[src/rtl/rom_flash_loader.sv]
// rom_flash_loader
// Copies a boot image from SPI flash (standard READ, opcode 0x03) into the
// writable boot-ROM BRAM after a one-cycle start request. While a load is in
// progress the loader owns the BRAM address/write port, and CPU ROM reads are
// stalled through cpu_wait_n.
//
// SPI is mode 0 with SCK = clk/2. Each bit takes two clocks: phase L
// (flash_clk low, mosi valid), then phase H (flash_clk high). miso is sampled
// on the clk edge that ends phase H.
//
// Optional build macro: ROM_LOADER_CHECKSUM_EN
//   defined   : checksum is a 16-bit wrapping sum of every byte written
//   undefined : checksum is tied to zero and no accumulator exists
//
// Ports
//   clk, rst          clock, asynchronous active-high reset
//   start             one-cycle load request (honoured in IDLE or DONE only)
//   cpu_a, cpu_rd     CPU ROM address / read active
//   cpu_wait_n        low stalls the CPU (read during a load)
//   rom_a             BRAM address: load index while busy, else cpu_a
//   rom_din, rom_we   BRAM write data / one-clock write strobe
//   busy, done        load in progress / image loaded (sticky)
//   checksum          image byte sum (see macro above)
//   flash_cs_n, flash_clk, flash_mosi, flash_miso   SPI flash pins
//
// state   | meaning
// --------+-----------------------------------------------------------
// IDLE    | waiting for start, CPU owns the ROM port
// CSSETUP | cs_n low for one clk, command MSB already on mosi
// CMD     | shifting 0x03 + 24-bit flash address, 64 clks
// DATA    | receiving bytes, one BRAM write per byte
// CSHOLD  | cs_n high for one clk before handing back the port
// DONE    | image loaded, done high until the next start or reset

module rom_flash_loader #(
    parameter logic [23:0] FLASH_ADDR = 24'h0C0000,
    parameter int          ROM_BYTES  = 16384
) (
    input  logic        clk,
    input  logic        rst,
    input  logic        start,
    input  logic [13:0] cpu_a,
    input  logic        cpu_rd,
    output logic        cpu_wait_n,
    output logic [13:0] rom_a,
    output logic [7:0]  rom_din,
    output logic        rom_we,
    output logic        busy,
    output logic        done,
    output logic [15:0] checksum,
    output logic        flash_cs_n,
    output logic        flash_clk,
    output logic        flash_mosi,
    input  logic        flash_miso
);

    localparam logic [2:0] IDLE    = 3'd0;
    localparam logic [2:0] CSSETUP = 3'd1;
    localparam logic [2:0] CMD     = 3'd2;
    localparam logic [2:0] DATA    = 3'd3;
    localparam logic [2:0] CSHOLD  = 3'd4;
    localparam logic [2:0] DONE    = 3'd5;

    localparam logic [31:0] CMD_WORD = {8'h03, FLASH_ADDR};
    localparam logic [13:0] LAST_IDX = 14'(ROM_BYTES - 1);

    logic [2:0]  state;
    logic [13:0] idx;
    logic [31:0] cmd_sr;     // remaining command bits, next bit at [31]
    logic [4:0]  bit_cnt;    // down-counter, terminal count at 0
    logic [6:0]  rx_sr;
    logic        last_wr;    // final byte is being written this clk
    logic        load_req;

    assign load_req   = start && ((state == IDLE) || (state == DONE));
    assign cpu_wait_n = ~(busy & cpu_rd);
    assign rom_a      = busy ? idx : cpu_a;

    always_ff @(posedge clk or posedge rst) begin
        if (rst) begin
            state      <= IDLE;
            busy       <= 1'b0;
            done       <= 1'b0;
            flash_cs_n <= 1'b1;
            flash_clk  <= 1'b0;
            flash_mosi <= 1'b0;
            rom_we     <= 1'b0;
            rom_din    <= 8'h00;
            idx        <= 14'd0;
            cmd_sr     <= 32'd0;
            bit_cnt    <= 5'd0;
            rx_sr      <= 7'd0;
            last_wr    <= 1'b0;
        end else begin
            rom_we <= 1'b0;
            case (state)
                IDLE, DONE: begin
                    if (load_req) begin
                        state      <= CSSETUP;
                        busy       <= 1'b1;
                        done       <= 1'b0;
                        idx        <= 14'd0;
                        flash_cs_n <= 1'b0;
                        flash_clk  <= 1'b0;
                        flash_mosi <= CMD_WORD[31];
                        cmd_sr     <= {CMD_WORD[30:0], 1'b0};
                        bit_cnt    <= 5'd31;
                        last_wr    <= 1'b0;
                    end
                end
                CSSETUP: begin
                    // mosi already holds the MSB; this clk is bit 31 setup
                    state <= CMD;
                end
                CMD: begin
                    if (!flash_clk) begin
                        flash_clk <= 1'b1;
                    end else begin
                        flash_clk <= 1'b0;
                        if (bit_cnt == 5'd0) begin
                            state      <= DATA;
                            bit_cnt    <= 5'd7;
                            flash_mosi <= 1'b0;
                        end else begin
                            bit_cnt    <= bit_cnt - 5'd1;
                            flash_mosi <= cmd_sr[31];
                            cmd_sr     <= {cmd_sr[30:0], 1'b0};
                        end
                    end
                end
                DATA: begin
                    // index advances once the write strobe for it has been
                    // issued; the final index is held so 16383 never wraps
                    if (rom_we && !last_wr)
                        idx <= idx + 14'd1;
                    if (last_wr) begin
                        state      <= CSHOLD;
                        flash_cs_n <= 1'b1;
                    end else if (!flash_clk) begin
                        flash_clk <= 1'b1;
                    end else begin
                        // next byte starts shifting in the write clk, so
                        // SCK never pauses between bytes
                        flash_clk <= 1'b0;
                        rx_sr     <= {rx_sr[5:0], flash_miso};
                        if (bit_cnt == 5'd0) begin
                            rom_we  <= 1'b1;
                            rom_din <= {rx_sr, flash_miso};
                            bit_cnt <= 5'd7;
                            if (idx == LAST_IDX)
                                last_wr <= 1'b1;
                        end else begin
                            bit_cnt <= bit_cnt - 5'd1;
                        end
                    end
                end
                CSHOLD: begin
                    state   <= DONE;
                    busy    <= 1'b0;
                    done    <= 1'b1;
                    last_wr <= 1'b0;
                end
                default: begin
                    state <= IDLE;
                end
            endcase
        end
    end

`ifdef ROM_LOADER_CHECKSUM_EN
    logic [15:0] sum;

    always_ff @(posedge clk or posedge rst) begin
        if (rst)
            sum <= 16'h0000;
        else if (load_req)
            sum <= 16'h0000;
        else if (rom_we)
            sum <= sum + {8'h00, rom_din};
    end

    assign checksum = sum;
`else
    assign checksum = 16'h0000;
`endif

endmodule
[config.mk]
export PLATFORM = sky130hd
export DESIGN_NAME = rom_flash_loader
export DESIGN_NICKNAME = d
export VERILOG_FILES = /design/src/rtl/rom_flash_loader.sv
export SDC_FILE = /design/constraint.sdc
export NUM_CORES = 1
export LEC_CHECK = 0
export CORE_MARGIN = 1.5
export CORE_UTILIZATION = 45
export CTS_BUF_LIST = sky130_fd_sc_hd__clkbuf_8
export DETAILED_ROUTE_END_ITERATION = 10
export PLACE_DENSITY = 0.83
export SYNTH_ARGS = -nofsm -noshare
export SYNTH_HDL_FRONTEND = slang
export SYNTH_SLANG_ARGS = --single-unit
[constraint.sdc]
create_clock -name clk -period 2.23 [get_ports clk]
set_input_delay 0.223 -clock clk [delete_from_list [all_inputs] [get_ports clk]]
set_output_delay 0.223 -clock clk [all_outputs]
set_load 0.02 [all_outputs]
* After elaboration in Yosys (flattened, before gate mapping)
Cells that the tools add are included.
Widths: inputs -> output; s select.
** Cells by class
- Add/sub/neg operators :: 2
- Multiply operators :: 0
- Divide/modulo/power cells :: 0
- Order comparisons :: 0
- Equal/unequal tests :: 13
- Shift operators :: 0
- Muxes and demuxes :: 39
- Bitwise gates (word level) :: 3
- Reduce and logical (&&, ||, !) cells :: 22
** Operator list (number)
- $mux 32 :: 3
- $pmux 32 s2 :: 1
- $mux 14 :: 3
- $pmux 14 s2 :: 1
- $mux 5 :: 4
- $mux 1 :: 15
- $pmux 3 s5 :: 1
- $pmux 5 s3 :: 1
- $reduce_and 3->1 :: 5
- $add 14x1->14 const B :: 1
- $eq 14x14->1 const B :: 1
- $ne 2x2->1 const B :: 7
- $mux 3 :: 4
- $reduce_and 4->1 :: 3
- $pmux 1 s2 :: 4
- $eq 3x2->1 const B :: 2
- $eq 3x3->1 const B :: 2
- $pmux 1 s3 :: 2
- $reduce_bool 2->1 :: 3
- $reduce_bool 3->1 :: 2
- $logic_not 5->1 :: 1
- $sub 5x1->5 const B :: 1
- $reduce_and 2->1 :: 2
- $eq 3x1->1 const B :: 1
- other kinds (7) :: 9
** Word-level totals
- Flip-flop bits (word level) :: 76
- Latch bits :: 0
- Bits in writable memories :: 0
- ROM bits :: 0
- Input port bits :: 19
- Output and inout port bits :: 45
- Memories kept :: 0

* Longest topological paths before layout
- Depth after elaboration :: 6
- Depth in mapped cells :: 7

* Worst setup path after synthesis
OpenSTA, ideal clock, no wires.
- Path type :: register to register
- From :: register bit_cnt[0]
- To :: register cmd_sr[20]
- Library setup time :: 129 ps
- Arrival :: 1636 ps
- Path slack :: 465 ps
- Stages on the path, launching flop included :: 8
- Clock period less this slack :: 1765 ps
- Cell sequence :: dfrtp_1 > inv_1 > ha_1 > or4b_1 > a22oi_1 > a211o_2 > buf_6 > a22oi_1
** Between the ends
- Word-level cells in the longest chain between the ends :: 3
** Ends and longest elaborated chain
- start, declared :: RTL line 70 : logic [4:0] bit_cnt;
- start signal, assigned :: RTL line 125 : bit_cnt <= bit_cnt - 5'd1;
- start signal, assigned :: RTL line 153 : bit_cnt <= bit_cnt - 5'd1;
- $logic_not 5->1 :: RTL line 120 : if (bit_cnt == 5'd0) begin
- $ne 2x2->1 (no line)
- $reduce_and 4->1 (no line)
- end signal, assigned :: RTL line 106 : cmd_sr <= {CMD_WORD[30:0], 1'b0};
- end signal, assigned :: RTL line 127 : cmd_sr <= {cmd_sr[30:0], 1'b0};
- end, declared :: RTL line 69 : logic [31:0] cmd_sr;
Every way passes these cells.
A chain may end at the register's enable or synchronous reset.

* Worst setup path after layout
- From :: register busy
- To :: output port rom_a[3]
** Between the ends
- Word-level cells in the longest chain between the ends :: 1
** Ends and longest elaborated chain
- start, declared :: RTL line 48 : output logic busy,
- start signal, assigned :: RTL line 82 : busy <= 1'b0;
- start signal, assigned :: RTL line 100 : busy <= 1'b1;
- start signal, assigned :: RTL line 159 : busy <= 1'b0;
- $mux 14 :: RTL line 77 : assign rom_a = busy ? idx : cpu_a;
- end, declared :: RTL line 45 : output logic [13:0] rom_a,
Every way passes these cells.

==> results.env <==
TRITONCTS='done'
DESIGN.CORE.AREA_MM2=0.00631
HOLD_CLASS='in2async'
CAP_VIOLATIONS=0
FIN_CRIT_SH_PCT=92.2
PATH_MAX_FANOUT=16
PORT-BUFFER-COUNT=47
YOSYS_REGISTER_BITS=57
SYNTH_ENABLE_FLOP_CELLS=0
DETAILED_PLACE.AREA_MM2=0.00343
WORST_CLOCK_SKEW_PS=5.52
REG_TO_REG_END='cmd_sr[25]'
R2R.WORST_PATH.CELLS=6
CLOCK_SINK_COUNT=57
RESULT_OF_THE_RUN='completed'
TOTAL_LEAKAGE_POWER_nW=1.69
SYNTH_AREA_LEADER_CELL='sky130_fd_sc_hd__dfrtp_1'
TIMING.MAX_SLEW.REL_SLACK_PCT=41.8
VIAS=2311
TIMING.FINAL.HOLD_VIOLATIONS=0
LAYOUT-AREA-OVERHEAD-VS-SYNTH_PCT=25.4
CTS_HOLD_BUF=0
REPORT.FINAL.SETUP_VIOL=0
SYNTH_TOP_CELLS_BY_AREA='sky130_fd_sc_hd__dfrtp_1 48%, sky130_fd_sc_hd__mux2_2 12%, sky130_fd_sc_hd__buf_4 4.6%'
GRT_PASS1_WL_UM=10000
IR_WORST_VDD_V=0.000643
SLEW_VIOL_FINAL=0
POSTCTSRESIZEDCELLS=0
POST-CTS-SETUP-BUFFER-COUNT=0
CLK_TRANSITION_REPORTED_PATHS_PS=70
CRIT_PATH_START_KIND='flop'
FINALWIRELENGTH_UM=6070
PEAK_CLOCK_FREQUENCY_SUPPORTED_BY_TIMING_GHz=0.486
ANTENNA_VIOLATIONS_BEFORE_REPAIR=0
GRT_REMAINING_OVERFLOW=0
FIN_TOTAL_PWR_mW=4.34
ROUTED_WIRE_LENGTH_PER_INSTANCE_UM=14.7
WORST_EP_ARRIVAL_TIME_PS=1830
CP_MAX_DELAY_CELL='sky130_fd_sc_hd__clkdlybuf4s50_1'
YS_WARN_COUNT=0
DIE_AREA_MM2=0.00701
WORST_SKEW_PAIR.LATE_LATENCY_PS=340
POST-SYNTH-TOP-AREA-FRACTION_PCT=47.8
CRITICAL_PATH.MAX_STAGE_DELAY_PS=540
CTS-ROOT-TO-SINK-BUFFERS=2
POWER.DENSITY_mW_PER_MM2=1180
DR.FIRST_ITER.DRC_COUNT=192
NUMBER_OF_INSTANCES_IN_THE_SYNTHESIZED_NETLIST=277
TOP_LEVEL_PORTS=64
SYNTH_CELL_TYPE_COUNT=48
WORSTSETUPPATHTYPE='reg2out'
R2R_SETUP_SLACK_PS=230
CRIT_PATH_END_KIND='output pin'
POSTSYNTH.ASYNCRESETSHARE_PCT=100
FIRST_GLOBAL_VIAS=2136
INITIAL_UTILIZATION_PCT=46.4
FLOORPLAN.ROWS=29
FINAL_CORE_UTIL_PCT=58.2
NETLIST_AREA_MM2=0.00293
HTREE_LEVELS=3
TIMING.CRITICAL_PATH.CELLS='buf_4, mux2_2, clkdlybuf4s50_1'
WORST_EP_REQUIRED_TIME_PS=2010
WORST_SLEW_PIN_SLEW_PS=873
CTS_MADE_BUFFERS=9
TOTALNEGATIVESETUPSLACK_PS=0
PLACE_HPWL_UM=4150
ROUTE.ANTENNA.REMAINING_NETS=0
CRITICAL_PATH.REG2REG.STARTPOINT='bit_cnt[0]'
AVGSYNTHCELLAREA_UM2=10.6
SEQ_AREA_FRAC_SYNTH_PCT=48.7
FINAL_WORST_PATH_PERIOD_NEED_PS=2060
RESIDUAL_DRC_COUNT=0
SYNTH_FF_TYPE='sky130_fd_sc_hd__dfrtp_1'
CTS_ROOT_BUFFER='sky130_fd_sc_hd__clkbuf_8'
DIEWIDTH_UM=83.7
VIASPERCELL=5.61
FINAL_DESIGN_AREA_NO_FILL_MM2=0.00368
OVERALL_TRACK_DEMAND_OVER_CAPACITY_IN_GLOBAL_ROUTING_PCT=17.9
FLOORPLAN.DIE.HEIGHT_UM=83.7
FRACTION_OF_FINAL_LAYOUT_CELLS_WITH_DRIVE_STRENGTH_GREATER_THAN_1_PCT=18.2
HOLD_SLACK_PS=266
DRT-PASS1-ITER-COUNT=4
ANTENNADIODECOUNT=0
MAXIMUM_NUMBER_OF_PINS_ON_ONE_NET_BEFORE_GLOBAL_ROUTE_REPAIR=58
RSZ0062_AT_GRT='false'
GPL.FINAL_WEIGHTED_CONGESTION=0.849
FINAL_NET_COUNT=351
## placed cells by master (no fill, tap or decap), drive strengths merged, types with 7 or more instances in the layout
cell and n:
a22o 9, mux2 30, inv 17, o31ai 7, o21ai 15, dfrtp 56
clkdlybuf4s50 47, nand3 8, clkbuf 10, conb 16, buf 8, nor2 9
a21oi 15, nand2 23
## sequential cells by signal (all words and copies together), names as in the netlist, 3 cells and up
signal	flops
idx	14
cmd_sr	13
rom_din	8
rx_sr	7
bit_cnt	5
state	3
## stage by stage
| stage | instances | setup WS, ps |
|---|---|---|
| floorplan | 292 | 465 |
| global placement | 396 | 241 |
| detailed placement | 396 | 145 |
| CTS | 412 | 148 |
| global route | 412 | 88.6 |
| finish | 412 | 174 |
## synthesized netlist by cell type, types with 4 or more instances
cell type                  number
sky130_fd_sc_hd__and3_1         4
sky130_fd_sc_hd__or4_1          6
sky130_fd_sc_hd__a22o_1         9
sky130_fd_sc_hd__inv_1         16
sky130_fd_sc_hd__o211ai_1       4
sky130_fd_sc_hd__or3_1          4
sky130_fd_sc_hd__nand3_1        8
sky130_fd_sc_hd__mux2_2        30
sky130_fd_sc_hd__dfrtp_1       56
sky130_fd_sc_hd__a21oi_1       15
sky130_fd_sc_hd__o21ai_0       15
sky130_fd_sc_hd__a22oi_1        5
sky130_fd_sc_hd__buf_2          6
sky130_fd_sc_hd__nor2_1         9
sky130_fd_sc_hd__nand2_1       23
sky130_fd_sc_hd__o31ai_1        7
sky130_fd_sc_hd__buf_4         18
## logic make-up (layout without fill, tap and decap cells)
| logic type | Yosys count | after routing | share of synthesized area [%] |
|---|---|---|---|
| and+or+nand+nor | 70 | 70 | 12.6 |
| buffers and inverters | 44 | 87 | 8.71 |
| xor gates and xnor gates | 1 | 1 | 0.555 |
| other | 1 | 16 | 0.128 |
| AOI/OAI and AO/OA | 71 | 71 | 16.6 |
| DFF | 57 | 57 | 48.7 |
| muxes | 31 | 31 | 11.9 |
| adders and majority gates | 2 | 2 | 0.853 |
## worst max path at each step
| stage | start | endpoint | slack [ps] | cells after the start |
|---|---|---|---|---|
| 3_5_place_dp | start | idx[13] | 140 | 5 |
| 2_1_floorplan | bit_cnt[0] | cmd_sr[20] | 460 | 7 |
| 4_1_cts | busy | rom_a[7] | 150 | 3 |
| 6_report | busy | rom_a[3] | 170 | 3 |
| 3_3_place_gp | start | idx[9] | 240 | 5 |
| 5_1_grt | busy | rom_a[9] | 90 | 3 |
## power breakdown
part	internal, mW	total [mW]	switching [mW]
combinational	0.780	1.61	0.835
sequential	1.32	1.54	0.226
clock	0.766	1.18	0.417
total	2.86	4.34	1.48
## metal layers
| metal | part of all wire, % | track usage [%] |
|---|---|---|
| met5 | 0 | 0 |
| met4 | 2.1 | 7.60 |
| met3 | 6.4 | 4.95 |
| met2 | 49 | 29.5 |
| met1 | 42 | 22.1 |
## worst max-delay path: cells and delay by family, from the launching register on
family / cells / cell delay [ps]
flops: 1 / 340
buf+inv: 2 / 780
mux: 1 / 360
## layout make-up
| type | count | area, µm² |
|---|---|---|
| well taps | 77 | 96.3 |
| clock inverters | 6 | 106 |
| flip-flops and latches | 57 | 1430 |
| inverters | 16 | 60.1 |
| repair buffers | 55 | 543 |
| fillers | 521 | 2640 |
| clock buffers | 10 | 138 |
| multi-input cells | 191 | 1310 |
(Power assumes the default switching activity.)
